==> config.mk <==
export PLATFORM = sky130hd
export DESIGN_NAME = alu_rs
export DESIGN_NICKNAME = d
export VERILOG_FILES = /design/src/rtl/alu_rs_pkg.sv /design/src/rtl/alu_rs_pick.sv /design/src/rtl/alu_rs.sv
export SDC_FILE = /design/constraint.sdc
export NUM_CORES = 2
export LEC_CHECK = 0
export ABC_CLOCK_PERIOD_IN_PS = 6200
export CAP_MARGIN = 10
export CORE_MARGIN = 5
export CORE_UTILIZATION = 50
export DETAILED_ROUTE_END_ITERATION = 7
export PLACE_DENSITY = 0.74
export SLEW_MARGIN = 10
export SYNTH_ARGS = -nofsm -noshare
export SYNTH_HDL_FRONTEND = slang
export SYNTH_SLANG_ARGS = --single-unit
==> constraint.sdc <==
create_clock -name clk -period 6.2 [get_ports clk]
set_input_delay 0.62 -clock clk [delete_from_list [all_inputs] [get_ports clk]]
set_output_delay 0.62 -clock clk [all_outputs]
set_load 0.05 [all_outputs]
==> src/rtl/alu_rs_pkg.sv <==
// alu_rs_pkg: shared widths and entry-state encoding for the ALU reservation station
package alu_rs_pkg;
   localparam int ALU_RS_WIDTH = 3;
   localparam int TAG_WIDTH    = 4;
   localparam int DATA_WIDTH   = 32;
   localparam int ALU_OP_WIDTH = 5;
   typedef enum logic [1:0] {FREE, WAIT, ISSUED} ent_state_t;
endpackage

==> src/rtl/alu_rs_pick.sv <==
// alu_rs_pick: lowest-index priority encoder
module alu_rs_pick #(
   parameter int N = 8,
   parameter int W = 3
) (
   input  logic [N-1:0] req,
   output logic         any,
   output logic [W-1:0] idx
);
   always_comb begin
      any = |req;
      idx = '0;
      for (int i = N - 1; i >= 0; i--)
         if (req[i]) idx = W'(i);
   end
endmodule

==> src/rtl/alu_rs.sv <==
// alu_rs: ALU reservation station with CDB wakeup, dispatch bypass and in-order-by-index issue
module alu_rs
   import alu_rs_pkg::*;
#(
   parameter int aluRSWidth = ALU_RS_WIDTH,
   parameter int tagWidth   = TAG_WIDTH,
   parameter int dataWidth  = DATA_WIDTH,
   parameter int aluOpWidth = ALU_OP_WIDTH
) (
   input  logic                  clk,
   input  logic                  rst,
   input  logic                  flush,
   input  logic                  disValid,
   input  logic [aluOpWidth-1:0] disOp,
   input  logic [dataWidth-1:0]  disVal1,
   input  logic [dataWidth-1:0]  disVal2,
   input  logic [tagWidth-1:0]   disTag1,
   input  logic [tagWidth-1:0]   disTag2,
   input  logic                  disRdy1,
   input  logic                  disRdy2,
   input  logic [tagWidth-1:0]   disDestTag,
   output logic                  rsFull,
   input  logic                  cdbValid,
   input  logic [tagWidth-1:0]   cdbTag,
   input  logic [dataWidth-1:0]  cdbData,
   input  logic                  aluFinish,
   input  logic [aluRSWidth-1:0] aluRSNumIn,
   output logic                  aluValid,
   output logic [aluOpWidth-1:0] aluOp,
   output logic [dataWidth-1:0]  aluA,
   output logic [dataWidth-1:0]  aluB,
   output logic [tagWidth-1:0]   aluDestTag,
   output logic [aluRSWidth-1:0] aluRSNum
);
   localparam int N = 2 ** aluRSWidth;
   ent_state_t                st   [N];
   logic [aluOpWidth-1:0]     op   [N];
   logic [dataWidth-1:0]      val1 [N];
   logic [dataWidth-1:0]      val2 [N];
   logic [tagWidth-1:0]       tag1 [N];
   logic [tagWidth-1:0]       tag2 [N];
   logic [tagWidth-1:0]       dest [N];
   logic [N-1:0]              rdy1, rdy2, free_vec, ready_vec;
   logic                      free_any, rdy_any;
   logic [aluRSWidth-1:0]     free_idx, rdy_idx;
   logic                      d_rdy1, d_rdy2;
   logic [dataWidth-1:0]      d_val1, d_val2;
   always_comb begin
      for (int i = 0; i < N; i++) begin
         free_vec[i]  = st[i] == FREE;
         ready_vec[i] = st[i] == WAIT && rdy1[i] && rdy2[i];
      end
   end
   alu_rs_pick #(.N(N), .W(aluRSWidth)) u_free (.req(free_vec),  .any(free_any), .idx(free_idx));
   alu_rs_pick #(.N(N), .W(aluRSWidth)) u_rdy  (.req(ready_vec), .any(rdy_any),  .idx(rdy_idx));
   assign rsFull = ~free_any;
   // an operand whose producer broadcasts in the dispatch cycle is captured directly
   assign d_rdy1 = disRdy1 | (cdbValid && cdbTag == disTag1);
   assign d_rdy2 = disRdy2 | (cdbValid && cdbTag == disTag2);
   assign d_val1 = disRdy1 ? disVal1 : cdbData;
   assign d_val2 = disRdy2 ? disVal2 : cdbData;
   always_ff @(posedge clk or negedge rst) begin
      if (!rst) begin
         for (int i = 0; i < N; i++) begin
            st[i]   <= FREE;
            op[i]   <= '0;
            val1[i] <= '0;
            val2[i] <= '0;
            tag1[i] <= '0;
            tag2[i] <= '0;
            dest[i] <= '0;
            rdy1[i] <= 1'b0;
            rdy2[i] <= 1'b0;
         end
         aluValid   <= 1'b0;
         aluOp      <= '0;
         aluA       <= '0;
         aluB       <= '0;
         aluDestTag <= '0;
         aluRSNum   <= '0;
      end else if (flush) begin
         for (int i = 0; i < N; i++) st[i] <= FREE;
         aluValid <= 1'b0;
      end else begin
         // wakeup, dispatch, issue and finish each touch entries in a distinct state
         for (int i = 0; i < N; i++) begin
            if (st[i] == WAIT && !rdy1[i] && cdbValid && cdbTag == tag1[i]) begin
               val1[i] <= cdbData;
               rdy1[i] <= 1'b1;
            end
            if (st[i] == WAIT && !rdy2[i] && cdbValid && cdbTag == tag2[i]) begin
               val2[i] <= cdbData;
               rdy2[i] <= 1'b1;
            end
         end
         if (disValid && free_any) begin
            st[free_idx]   <= WAIT;
            op[free_idx]   <= disOp;
            val1[free_idx] <= d_val1;
            val2[free_idx] <= d_val2;
            tag1[free_idx] <= disTag1;
            tag2[free_idx] <= disTag2;
            rdy1[free_idx] <= d_rdy1;
            rdy2[free_idx] <= d_rdy2;
            dest[free_idx] <= disDestTag;
         end
         aluValid <= rdy_any;
         if (rdy_any) begin
            st[rdy_idx] <= ISSUED;
            aluOp       <= op[rdy_idx];
            aluA        <= val1[rdy_idx];
            aluB        <= val2[rdy_idx];
            aluDestTag  <= dest[rdy_idx];
            aluRSNum    <= rdy_idx;
         end
         if (aluFinish && st[aluRSNumIn] == ISSUED) st[aluRSNumIn] <= FREE;
      end
   end
endmodule
### Word level (Yosys, flattened, before mapping)

Cells that the tools add are included.

| cells by class | value |
|---|---|
| muxes and demuxes | 130 |
| magnitude comparators | 8 |
| reductions and logical operators | 100 |
| equality and inequality tests | 27 |
| bitwise operators | 15 |

Operators by type and width:

| operator | count |
|---|---|
| $mux 32 | 39 |
| $bwmux 256 | 2 |
| $mux 256 | 2 |
| $bmux 32 s3 | 2 |
| $bwmux 32 | 3 |
| $demux 32 s3 | 1 |
| $mux 16 | 6 |
| $eq 4x4->1 | 18 |
| $logic_and 1x1->1 | 72 |
| $mux 3 | 16 |
| $bwmux 40 | 1 |
| $mux 1 | 34 |
| $demux 2 s3 | 3 |
| $and 16x16->16 | 1 |
| $and 8x8->8 | 2 |
| $bwmux 8 | 2 |
| $eq 2x1->1 const B | 8 |
| $logic_not 1->1 | 16 |
| $logic_not 2->1 | 8 |
| $mux 8 | 2 |
| $not 16->16 | 1 |
| $not 8->8 | 2 |
| $or 8x8->8 | 2 |
| $reduce_or 8->1 | 2 |
| other kinds (18) | 35 |

| storage, ports and cells | value |
|---|---|
| bits of input ports | 128 |
| word-level logic and storage cells | 344 |
| output and inout bits | 78 |
| register bits | 757 |

### Depth between registers and ports, before layout

| depth | value |
|---|---|
| depth after elaboration | 24 |
| depth in mapped cells | 10 |
| depth with buffers taken out | 6 |

### By module

A second synthesis with hierarchy kept.

| unflattened totals | value |
|---|---|
| cell total of the unflattened synthesis | 3143 |
| area total of the unflattened synthesis | 37563.5 µm² |

By module, submodules not included:

| module | sequential area each (µm²) | area an instance (µm²) | times used | cells an instance |
|---|---|---|---|---|
| alu_rs | 18943.2 | 37400.9 | 1 | 3117 |
| alu_rs_pick | 0.0 | 81.3 | 2 | 13 |

### Worst setup path after synthesis

OpenSTA, ideal clock, no wires.

| path | value |
|---|---|
| path kind | reg2out |
| start | reg st[14] in the netlist's numbering |
| end | out rsFull |
| data arrival time | 2.299 ns |
| cell stages (with the launch flop) | 5 |
| slack | 3.281 ns |
| path buffers | 1 |
| data required time | 5.580 ns |
| cells stage by stage | dfrtp_1 > buf_2 > o22a_1 > o21ai_1 > nor4_1 |

| between the ends | value |
|---|---|
| longest elaborated chain between the ends | 3 |

Ends and longest elaborated chain:

| element | line | source |
|---|---|---|
| from (decl) | alu_rs.sv:36 | `ent_state_t st [N];` |
| from (signal, indexed assignment) | alu_rs.sv:65 | `st[i] <= FREE;` |
| from (signal, indexed assignment) | alu_rs.sv:97 | `st[free_idx] <= WAIT;` |
| from (signal, indexed assignment) | alu_rs.sv:109 | `st[rdy_idx] <= ISSUED;` |
| $logic_not 2->1 | alu_rs.sv:50 | `free_vec[i] = st[i] == FREE;` |
| $reduce_or 8->1 | alu_rs_pick.sv:11 | `any = \|req;` |
| $not 1->1 | alu_rs.sv:56 | `assign rsFull = ~free_any;` |
| to (decl) | alu_rs.sv:22 | `output logic rsFull,` |

No other way between the ends.

### Final worst setup path

| path | value |
|---|---|
| start | reg st[15] in the netlist's numbering |
| end | out rsFull |

The elaborated chain is that of the path after synthesis.

==> flow_summary.ini <==
[outcome]
status = completed

[route]
wl_met1_um = 53000
drt_iter0_drc = 4462
dr_total_vias = 34621
route.detailed.drc = 0
dr_wl_met2_um = 62000
post_drt_wl_per_cell_um = 26.2
highest_layer = met5
ant_nets = 0
viasPerCell = 6.61
wl_met3_um = 15400
dr.pass1.iters = 6
routed_wl_um = 137000

[clock_network]
cts_setup_buffers = 0
cts.path.max_buffers = 3
clock_latency_ps = 660
htree_levels = 3
cts_tree = built
cts_resized = 0
postCtsHoldBufs = 0
clockRootBuffer = clkbuf_16
cts_made_buffers = 82
cts.clk_slew.worst_paths_ps = 60
cts.sinks = 757

[place]
post-place-ws_ps = 2120
place_area_mm2 = 0.0416
gp_congestion = 0.932
dp_hpwl_um = 80400
portBuffers = 205

[flow_run]
cap_violations = 0

[sta]
relSlewSlack_pct = 6.24
fmax_mhz = 241
hold_violations = 0
rsz0062_at_grt = false
tightest_slew_ps = 1410
setup_slack_ps = 2040
slew_viol_final = 0
setup_violations = 0
whs_ps = 41.4
fin_crit_sh_pct = 67.1
period_needed_ps = 4160
skew_ps = 30.6
fin_setup_tns_ps = 0

[worst_hold_path]
holdCritPathClass = in2async

[setup_path]
critPathLaunchType = flop
crit_chain = o22a_1, o21ai_1, nor4_1, clkdlybuf4s50_1
critical-path-top-delay-family = buffers and inverters
endpoint_kind = output port
critical_path.max_stage_delay_ps = 980
reg2reg_setup_slack_ps = 2680
worstSetupPathType = reg2out
cpMaxStageDelayCell = clkdlybuf4s50_1
cp.required_ps = 5580
cp.arrival_ps = 3540
path_max_fanout = 7
cp_num_buf_inv = 1

[global_routing]
grt_max_degree = 162
grt_pass1_wl_um = 209000
gr-usage-all-layers_pct = 32.2
grt_overflow = 0
antenna_found_initial = 4
grt_pass1_vias = 34426

[pwr]
power_density_mw_per_mm2 = 344
p_leak_nw = 18.1
irDropWorstVdd_mv = 0.308
power_mw = 15.2

[yosys]
async_flop_share_pct = 100
synth_cell_types = 63
synth_edf_count = 0
ys_ff_latch = 757
syn_area_per_cell_um2 = 9.37
syn_inst = 4155
ys_warn_count = 0
synth_area_mm2 = 0.0389
syn-num-nets = 4283
synthFlopType = dfrtp_1
yosysSeqAreaShare_pct = 48.7

[finish]
drive_gt1_share_pct = 10.9
fillers = 6621
layout.nets = 4260
final_area_mm2 = 0.0443
area_growth_pct = 13.9

[floorplan]
fp.dieW_um = 289
io_pins = 206
dieArea_mm2 = 0.0835
dieHeight_um = 289
core_area_mm2 = 0.0773
rows = 102
start_util_pct = 50.3
-- synth_stat cells (3+ instances only) --
master	number	area, um2
a211oi_1	6	45.0
dfrtp_1	757	18900
o22a_1	220	1930
buf_4	18	135
mux2_2	107	1200
xor2_1	10	87.6
o221ai_1	44	385
nor2_2	4	25.0
nor3_2	3	30.0
o221a_2	15	169
o21ai_1	4	20.0
o21ai_0	272	1360
nor3_1	6	30.0
o32a_1	65	651
clkbuf_1	253	950
nand4_1	28	175
and2_1	4	25.0
a221oi_2	30	450
o221ai_2	20	300
xnor2_1	62	543
a221oi_1	44	385
buf_1	36	135
nor4_1	3	18.8
nand3_1	6	30.0
a21oi_2	11	96.3
buf_2	104	521
mux2i_1	212	2120
or3_1	15	93.8
mux2_1	31	349
nand4b_1	7	61.3
buf_6	4	45.0
nand2_1	521	1960
o211a_1	3	30.0
o22ai_1	14	87.6
inv_1	54	203
nor2b_1	4	25.0
nand3b_1	7	52.6
nor2_1	522	1960
a21oi_1	596	2980
-- metal layers --
layer / GRT usage [%] / up-vias
met2: 50.2 / 2295
met4: 15.4 / 6
met1: 42.6 / 17206
met5: 0.291 / -
li1: - / 14692
met3: 7.72 / 422
-- flip-flops by register name, indices dropped and copies added (netlist names) --
register,flops
aluB,32
val2,256
op,40
tag1,32
tag2,32
st,16
dest,32
aluOp,5
aluRSNum,3
val1,256
aluA,32
rdy1,8
rdy2,8
aluDestTag,4
aluValid,1
-- path summary, 6_finish.rpt --
kind                               from         to  cells past startpoint
worst max register to register   st[14]   val1[62]                      6
worst max-delay path             st[15]     rsFull                      4
max in group asynchronous           rst  val2[239]                      2
worst min register to register  dest[9]    dest[9]                      1
min in group clk                dest[9]    dest[9]                      1
worst min-delay path                rst  val1[182]                      1
-- logic make-up after synthesis --
family / Yosys count / share of synthesized area, %
AND/OR/NAND/NOR: 1143 / 11.8
flip-flops: 757 / 48.7
XOR/XNOR: 72 / 1.62
AO/OA/AOI/OAI: 1360 / 23.3
buffers and inverters: 473 / 5.15
multiplexers: 350 / 9.45
-- per-stage QoR --
| step | util, % | std cells |
|---|---|---|
| 3_3_place_gp | 53.8 | 5088 |
| 3_5_place_dp | 53.8 | 5088 |
| 5_1_grt | 57.3 | 5236 |
| 2_1_floorplan | - | 4155 |
| 4_1_cts | 57.3 | 5235 |
| 6_report | 57.3 | 5236 |
-- where the power goes --
group | leakage, nW | total, mW | internal [mW] | switching, mW
Sequential | 9.50 | 6.53 | 5.89 | 0.644
Combinational | 7.28 | 3.74 | 1.38 | 2.36
Clock | 1.33 | 4.95 | 2.83 | 2.12
Total | 18.1 | 15.2 | 10.1 | 5.13
-- placed cells by master (no fill, tap or decap), types with 4 or more instances in the layout --
master and n:
nor3_2 4, nor2_1 520, a21oi_1 591, nand2_1 519, mux2_2 107, buf_12 7, o221ai_1 44, a221oi_2 30
o21ai_0 272, nand3_1 6, clkbuf_8 20, nor3_1 4, nor2b_1 4, or3_1 14, xnor2_1 62, clkinv_2 12
nand3b_1 7, o221a_2 15, xor2_1 10, o22a_1 220, clkbuf_1 19, o221ai_2 20, nand4b_1 7, mux2i_1 212
clkdlybuf4s50_1 200, buf_4 98, nor2_2 5, o22ai_1 14, o32a_1 65, a211oi_1 5, dfrtp_1 757, nand4_1 28
a21oi_4 16, clkbuf_16 82, inv_1 54, mux2_1 31, a221oi_1 44
-- layout make-up --
class                      count  area, um2  area share (%)
timing repair buffer         310       2920            6.60
sequential                   757      18900            42.7
tap                         1040       1300            2.94
clock buffer                 121       2400            5.41
multi-input combinational   2925      18200            41.1
inverter                      56        218           0.491
antenna                        1       2.50         0.00565
clock inverter                26        309           0.697
Note: power is estimated with default switching activity, not from simulation.
